$ cat config.mk
export PLATFORM = sky130hd
export DESIGN_NAME = bilbo_reg
export DESIGN_NICKNAME = d
export VERILOG_FILES = /design/src/rtl/bilbo_pkg.sv /design/src/rtl/bilbo_sig_ctl.sv /design/src/rtl/bilbo_reg.sv
export SDC_FILE = /design/constraint.sdc
export NUM_CORES = 1
export LEC_CHECK = 0
export ABC_AREA = 1
export BUFFER_PORTS_ARGS = -buffer_cell sky130_fd_sc_hd__buf_2
export CAP_MARGIN = 40
export CORE_MARGIN = 2
export CORE_UTILIZATION = 30
export DETAILED_ROUTE_END_ITERATION = 12
export GPL_TIMING_DRIVEN = 0
export SYNTH_ARGS = -nofsm -noshare
export SYNTH_HDL_FRONTEND = slang
export SYNTH_SLANG_ARGS = --single-unit
$ cat constraint.sdc
create_clock -name clock -period 1.4 [get_ports clock]
set_input_delay 0.14 -clock clock [delete_from_list [all_inputs] [get_ports clock]]
set_output_delay 0.14 -clock clock [all_outputs]
set_load 0.01 [all_outputs]
$ cat src/rtl/bilbo_pkg.sv
// Shared definitions for the BILBO register: mode encoding and default feedback taps per width.
package bilbo_pkg;

  typedef enum logic [1:0] {
    MODE_SHIFT  = 2'b00,
    MODE_CLEAR  = 2'b01,
    MODE_MISR   = 2'b10,
    MODE_NORMAL = 2'b11
  } mode_e;

  // Maximal-length tap masks (bit i set means r[i] feeds the XOR).
  function automatic logic [31:0] default_poly(input int unsigned width);
    logic [31:0] poly;
    case (width)
      2:       poly = 32'h0000_0003;
      3:       poly = 32'h0000_0006;
      4:       poly = 32'h0000_000C;
      5:       poly = 32'h0000_0014;
      6:       poly = 32'h0000_0030;
      7:       poly = 32'h0000_0060;
      8:       poly = 32'h0000_00B8;
      16:      poly = 32'h0000_B400;
      32:      poly = 32'h8020_0003;
      default: poly = 32'h0000_00B8;
    endcase
    return poly;
  endfunction

endpackage

$ cat src/rtl/bilbo_sig_ctl.sv
// Signature session control: counts MISR cycles, flags completion and compares against GOLDEN.
module bilbo_sig_ctl
  import bilbo_pkg::*;
#(
  parameter int unsigned       WIDTH  = 8,
  parameter int unsigned       CYCLES = 255,
  parameter logic [WIDTH-1:0]  GOLDEN = '0
) (
  input  logic             clock,
  input  logic             rst,
  input  mode_e            mode,
  input  logic [WIDTH-1:0] r,
  output logic             done,
  output logic             pass
);

  localparam int unsigned      CNT_W   = $clog2(CYCLES + 1);
  localparam logic [CNT_W-1:0] CNT_MAX = CNT_W'(CYCLES);

  logic [CNT_W-1:0] cnt_q, cnt_d;
  logic             done_q, done_d;

  // NORMAL and SHIFT hold the session so a later MISR resumes where it left off.
  always_comb begin
    cnt_d  = cnt_q;
    done_d = done_q;
    unique case (mode)
      MODE_CLEAR: begin
        cnt_d  = '0;
        done_d = 1'b0;
      end
      MODE_MISR: begin
        if (cnt_q < CNT_MAX) begin
          cnt_d = cnt_q + CNT_W'(1);
          if (cnt_d == CNT_MAX) done_d = 1'b1;
        end
      end
      default: ;
    endcase
  end

  always_ff @(posedge clock) begin
    if (rst) begin
      cnt_q  <= '0;
      done_q <= 1'b0;
    end else begin
      cnt_q  <= cnt_d;
      done_q <= done_d;
    end
  end

  assign done = done_q;
  assign pass = done_q & (r == GOLDEN);

endmodule

$ cat src/rtl/bilbo_reg.sv
// Built-in logic block observer register: NORMAL / SHIFT / CLEAR / MISR datapath.
// Define BILBO_UPDATE_EN to add a shadow register selected onto q by en.
module bilbo_reg
  import bilbo_pkg::*;
#(
  parameter int unsigned      WIDTH  = 8,
  parameter logic [WIDTH-1:0] POLY   = WIDTH'(default_poly(WIDTH)),
  parameter logic [WIDTH-1:0] SEED   = WIDTH'(1),
  parameter int unsigned      CYCLES = 255,
  parameter logic [WIDTH-1:0] GOLDEN = '0
) (
  input  logic             clock,
  input  logic             rst,
  input  logic             b1,
  input  logic             b2,
  input  logic [WIDTH-1:0] data,
  input  logic             scan_in,
  input  logic             en,
  input  logic             update,
  output logic [WIDTH-1:0] q,
  output logic             scan_out,
  output logic             done,
  output logic             pass
);

  mode_e            mode;
  logic [WIDTH-1:0] r_q, r_d;

  assign mode = mode_e'({b1, b2});

  always_comb begin
    r_d = r_q;
    unique case (mode)
      MODE_NORMAL: r_d = data;
      MODE_SHIFT:  r_d = {r_q[WIDTH-2:0], scan_in};
      MODE_CLEAR:  r_d = SEED;
      MODE_MISR: begin
        // Signature freezes once the session completes.
        if (!done) r_d = {r_q[WIDTH-2:0], ^(r_q & POLY)} ^ data;
      end
      default: ;
    endcase
  end

  always_ff @(posedge clock) begin
    if (rst) r_q <= '0;
    else     r_q <= r_d;
  end

  bilbo_sig_ctl #(
    .WIDTH  (WIDTH),
    .CYCLES (CYCLES),
    .GOLDEN (GOLDEN)
  ) u_sig_ctl (
    .clock (clock),
    .rst   (rst),
    .mode  (mode),
    .r     (r_q),
    .done  (done),
    .pass  (pass)
  );

  assign scan_out = r_q[WIDTH-1];

`ifdef BILBO_UPDATE_EN
  logic [WIDTH-1:0] upd_q;

  always_ff @(posedge clock) begin
    if (rst)         upd_q <= '0;
    else if (update) upd_q <= r_q;
  end

  assign q = en ? upd_q : data;
`else
  // en and update stay as pins for compatibility with the shadowed variant.
  logic unused_pins;
  assign unused_pins = en ^ update;
  assign q = r_q;
`endif

endmodule
# Word-level counts from Yosys, hierarchy flattened
# Cells that the tools add are included.
# Widths: inputs -> output; s select.
# op_classes
muxes	7
n_addsub	1
order_cmp	1
n_bitwise	2
n_eq_ne	7
reduce_logical	6
# op_table
op	count
$pmux 8 s4	1
$mux 8	2
$pmux 8 s2	1
$add 8x1->8 const B	1
$eq 8x8->1 const B	1
$logic_not 8->1	1
$lt 8x8->1 const B	1
$reduce_xor 8->1	1
$xor 8x8->8	1
$eq 2x2->1 const B	2
$ne 2x1->1 const B	2
$reduce_and 3->1	1
$eq 2x1->1 const B	1
$logic_not 2->1	1
$mux 1	2
$ne 2x2->1 const B	1
$pmux 1 s2	1
$reduce_and 2->1	1
$reduce_bool 2->1	1
$and 1x1->1	1
# totals
in_bits	15
reg_bits	17
wordCells	27

# Depth between registers and ports, before layout
# logic_depth
word_depth	5
depth_mapped	10

# Cells and area by module
# Synthesis repeated with hierarchy kept, for this count alone.
# hier_totals
cells_unflattened	169
hier_area_um2	1109.8
# by_module_without_submodules
mod	cells_per_inst	area_each_um2	instances
bilbo_sig_ctl	96	596.8	1
bilbo_reg	73	513.0	1

# Worst setup path before layout
# OpenSTA, ideal clock, no wires.
# synth_path
kind	register to register
from	register u_sig_ctl.cnt_q[1]
to	register u_sig_ctl.cnt_q[0]
path_buffers	0
setup_ps	115
t_arrival_ps	1264
t_required_ps	1285
path_stages_with_launch	9
setup_slack_ps	21
path_cell_list	dfxtp_1 > ha_1 > nand2_2 > nor2_4 > nand2_2 > o21ai_4 > inv_2 > o21ai_1 > nor2_1
# synth_between
elab_chain_cells	3
# synth_rtl
element	line	rtl
start: declaration	bilbo_sig_ctl.sv:20	logic [CNT_W-1:0] cnt_q, cnt_d;
start signal: assignment	bilbo_sig_ctl.sv:47	cnt_q <= cnt_d;
$lt 8x8->1	bilbo_sig_ctl.sv:33	if (cnt_q < CNT_MAX) begin
$ne 2x1->1 (no source line)	-	
$reduce_and 2->1 (no source line)	-	
# Every way passes these cells.
# A chain may end at the register's enable or synchronous reset.

# Worst setup path after layout
# layout_path
from	register u_sig_ctl.cnt_q[0]
to	register u_sig_ctl.cnt_q[2]
# layout_between
elab_chain_cells	3
word_cells_on_any_way	6
cone_classes	add/sub (1); order compare (1); eq/ne (1); mux (2); reduce/logical (1)
# layout_rtl
element	line
$add 8x1->8 or $lt 8x8->1 (tied branches)	bilbo_sig_ctl.sv:34, bilbo_sig_ctl.sv:33
$mux 8 or $ne 2x1->1 (tied branches)	-
$pmux 8 s2 or $reduce_and 2->1 (tied branches)	-
# Parallel ways exist; a longest one is shown, timed or not. The select of a mux whose other input is x is not followed.

==> flow_summary.yaml <==
sta:
  finalSetupViolCount: 5
  finalHoldViolCount: 0
  finalMaxSlewViolations: 0
  max_freq_mhz: 696
  finalCritPeriodShare_pct: 103
  setup_tns_ps: -87.8
  rsz0062_at_grt: "true"
  tightest_slew_ps: 462
  worst_slack_ps: -36.1
  skew_ps: 4.63
  fin_crit_ps: 1440
  slew-limit-headroom_pct: 69.2
routing:
  antenna_left: 0
  route.detailed.drc: 0
  firstDrtPassIters: 4
  drtIter0Drc: 70
  via_per_inst: 4.98
  post_drt_wl_per_cell_um: 12.4
  via_count: 1321
  drt-total-wl_mm: 3.28
yosys:
  synth_warnings: 0
  synthMuxAreaShare_pct: 0
  synth.top_cell.area_share_pct: 28.5
  syn_area_um2: 1190
  synth_area_leaders: "dfxtp_1 29%, nand3_1 14%, nand2_1 10%"
  synth_cells: 180
  synth-xor-area-share_pct: 3.67
  synth_top_family_by_area: "simple AND/OR/NAND/NOR gates"
  synth_compound_area_share_pct: 17.7
  synth_seq_cells: 17
  synth_fp_nets: 202
  synth.distinct_cells: 26
  yosysTopAreaCell: "dfxtp_1"
  avgSynthCellArea_um2: 6.62
  ys_seq_area_share_pct: 28.5
  synthSimpleGateAreaFrac_pct: 30.6
  synthAdderAreaFrac_pct: 7.35
finish:
  final_cell_mix: "31 x nand2_1, 27 x nand3_1, 23 x buf_2, 22 x inv_1, 10 x dfxtp_1"
  antenna_cells: 0
  final_layout_size_suffix_gt1_share_pct: 35.5
  areaGrowthSynthToFinish_pct: 38.3
  final_common_cell: "nand2_1"
  fill_cells: 402
  layout.nets: 240
  fin_util_pct: 44.1
  final_area_um2: 1650
worst_setup_path:
  slowest_stage: "dfxtp_4"
  crit_top_cell: "nand2_4"
  startpoint_type: "flop"
  cp_data_required_time_ps: 1580
  end_kind: "flop"
  cp_data_arrival_time_ps: 1620
  path_cells: "ha_4 -> nand2_4 -> nor2_4 -> nand2_4 -> o21ai_4 -> buf_6 -> nand3_2 -> a21oi_2"
  slowest_delay_ps: 370
  path_max_fanout: 4
  path_class: "flop to flop"
clock_tree:
  clk_latency_ps: 260
  numClockSinks: 17
  htree_levels: 1
  cts-root-buf: "clkbuf_8"
  cts_tree: "built"
  cts_buffer_depth: 2
  clk_pin_slew_ps: 70
  numCtsBuffers: 3
run_status:
  status: "complete, but fails checks"
  violations: "negative setup slack"
min_path:
  hold_path_class: "input port to flop"
power_and_ir_drop:
  powerDensity_nw_per_um2: 698
  peakVddDrop_mv: 0.522
  power_mw: 1.15
  leakagePower_nw: 0.810
global_routing:
  grt_first_pass_wirelength_mm: 5.13
  grt_pass1_vias: 1156
  antenna_found_initial: 0
  grt-ovfl-total: 0
  grt_start_max_net_pins: 11
  gr-usage-all-layers_pct: 14.7
floorplan:
  die_width_um: 67.0
  rows: 22
  core_area_um2: 3740
  dieArea_um2: 4500
  die_height_um: 67.0
  start_util_pct: 31.9
  ioPinCount: 26
placement:
  dp_hpwl_mm: 2.11
  routabilityCongestion: 0.816
  placedInstanceArea_um2: 1360
  place_ws_ps: -235
  io_buffer_count: 22
run:
  cap_viol_max_count: 0
==> cell usage after synthesis <==
cell type / count
or2_2: 1
clkinvlp_2: 1
a21oi_1: 11
nand2_4: 1
o21ai_4: 1
inv_1: 25
nand3_1: 33
nand2_2: 2
xor2_1: 2
dfxtp_1: 17
nor2_1: 6
o21ai_1: 8
clkinv_1: 1
nor4_1: 1
ha_1: 7
or2_1: 1
o21ai_0: 8
nor2_4: 1
inv_2: 3
buf_2: 3
o211ai_1: 7
nand2_1: 33
buf_4: 1
o21bai_1: 1
xnor2_1: 3
clkbuf_1: 2
==> final cells by class <==
class                           count  area (um2)  area share, %
Inverter                           30         116           7.06
Timing Repair Buffer               33         211           12.8
Clock inverter                      1        5.00          0.303
Multi-Input combinational cell    127         823           49.9
Clock buffer                        3        41.3           2.50
Tap cell                           48        60.1           3.64
Sequential cell                    17         357           21.6
Buffer                              6        35.0           2.12
==> through the flow <==
step	instances	hold WS, ps
6_report	265	240
3_5_place_dp	250	487
5_1_grt	265	266
2_1_floorplan	180	359
3_3_place_gp	250	496
4_1_cts	263	240
==> power breakdown <==
part	switching, mW	total, mW	internal, mW
Sequential	0.0229	0.522	0.499
Clock	0.184	0.382	0.198
Combinational	0.137	0.248	0.111
==> flip-flops by register name (all words and copies together) (netlist names) <==
| signal | cells |
|---|---|
| u_sig_ctl.done | 1 |
| u_sig_ctl.cnt_q | 8 |
| q | 8 |
==> cells by family (layout without fill, tap and decap cells) <==
| family | count (synthesis) | after routing |
|---|---|---|
| adder cells (fa/ha/maj) | 7 | 7 |
| AND/OR/NAND/NOR | 79 | 79 |
| XOR/XNOR | 5 | 5 |
| flip-flops | 17 | 17 |
| AO/OA/AOI/OAI | 36 | 36 |
| buffers and inverters | 36 | 73 |
==> per-layer routing <==
layer / up-vias / wire, um / GRT usage (%)
met5: - / 0 / 0
met4: 0 / 13 / 4.34
met3: 2 / 161 / 3.89
met2: 33 / 1650 / 24.8
met1: 613 / 1450 / 18.2
li1: 673 / - / -
==> worst max-delay path: cells and delay by family, from the launching register on <==
family	cells	cell delay [ps]
flops	1	370
compound gates	2	340
buf+inv	1	150
fa+ha+maj	1	160
simple gates	4	330
==> final timing paths <==
| path | startpoint | endpoint | slack (ps) | cells past startpoint |
|---|---|---|---|---|
| setup / recovery | u_sig_ctl.cnt_q[0]$_SDFFE_PP0P_ | u_sig_ctl.cnt_q[2]$_SDFFE_PP0P_ | -40 | 8 |
| hold / removal | data[4] | q[4]$_SDFFE_PP0P_ | 240 | 5 |
| setup reg to reg | u_sig_ctl.cnt_q[0]$_SDFFE_PP0P_ | u_sig_ctl.cnt_q[2]$_SDFFE_PP0P_ | -40 | 8 |
| hold reg to reg | u_sig_ctl.cnt_q[6]$_SDFFE_PP0P_ | u_sig_ctl.cnt_q[6]$_SDFFE_PP0P_ | 500 | 2 |
==> timing repair <==
action | CTS | global route
pin swaps | 7 | 18
endpoints found under the setup margin | 9 | 11
gates resized for setup | 21 | 23
buffers inserted | 9 | 2
hold buffers | 0 | 0
Power figures use the tool's default switching activity.
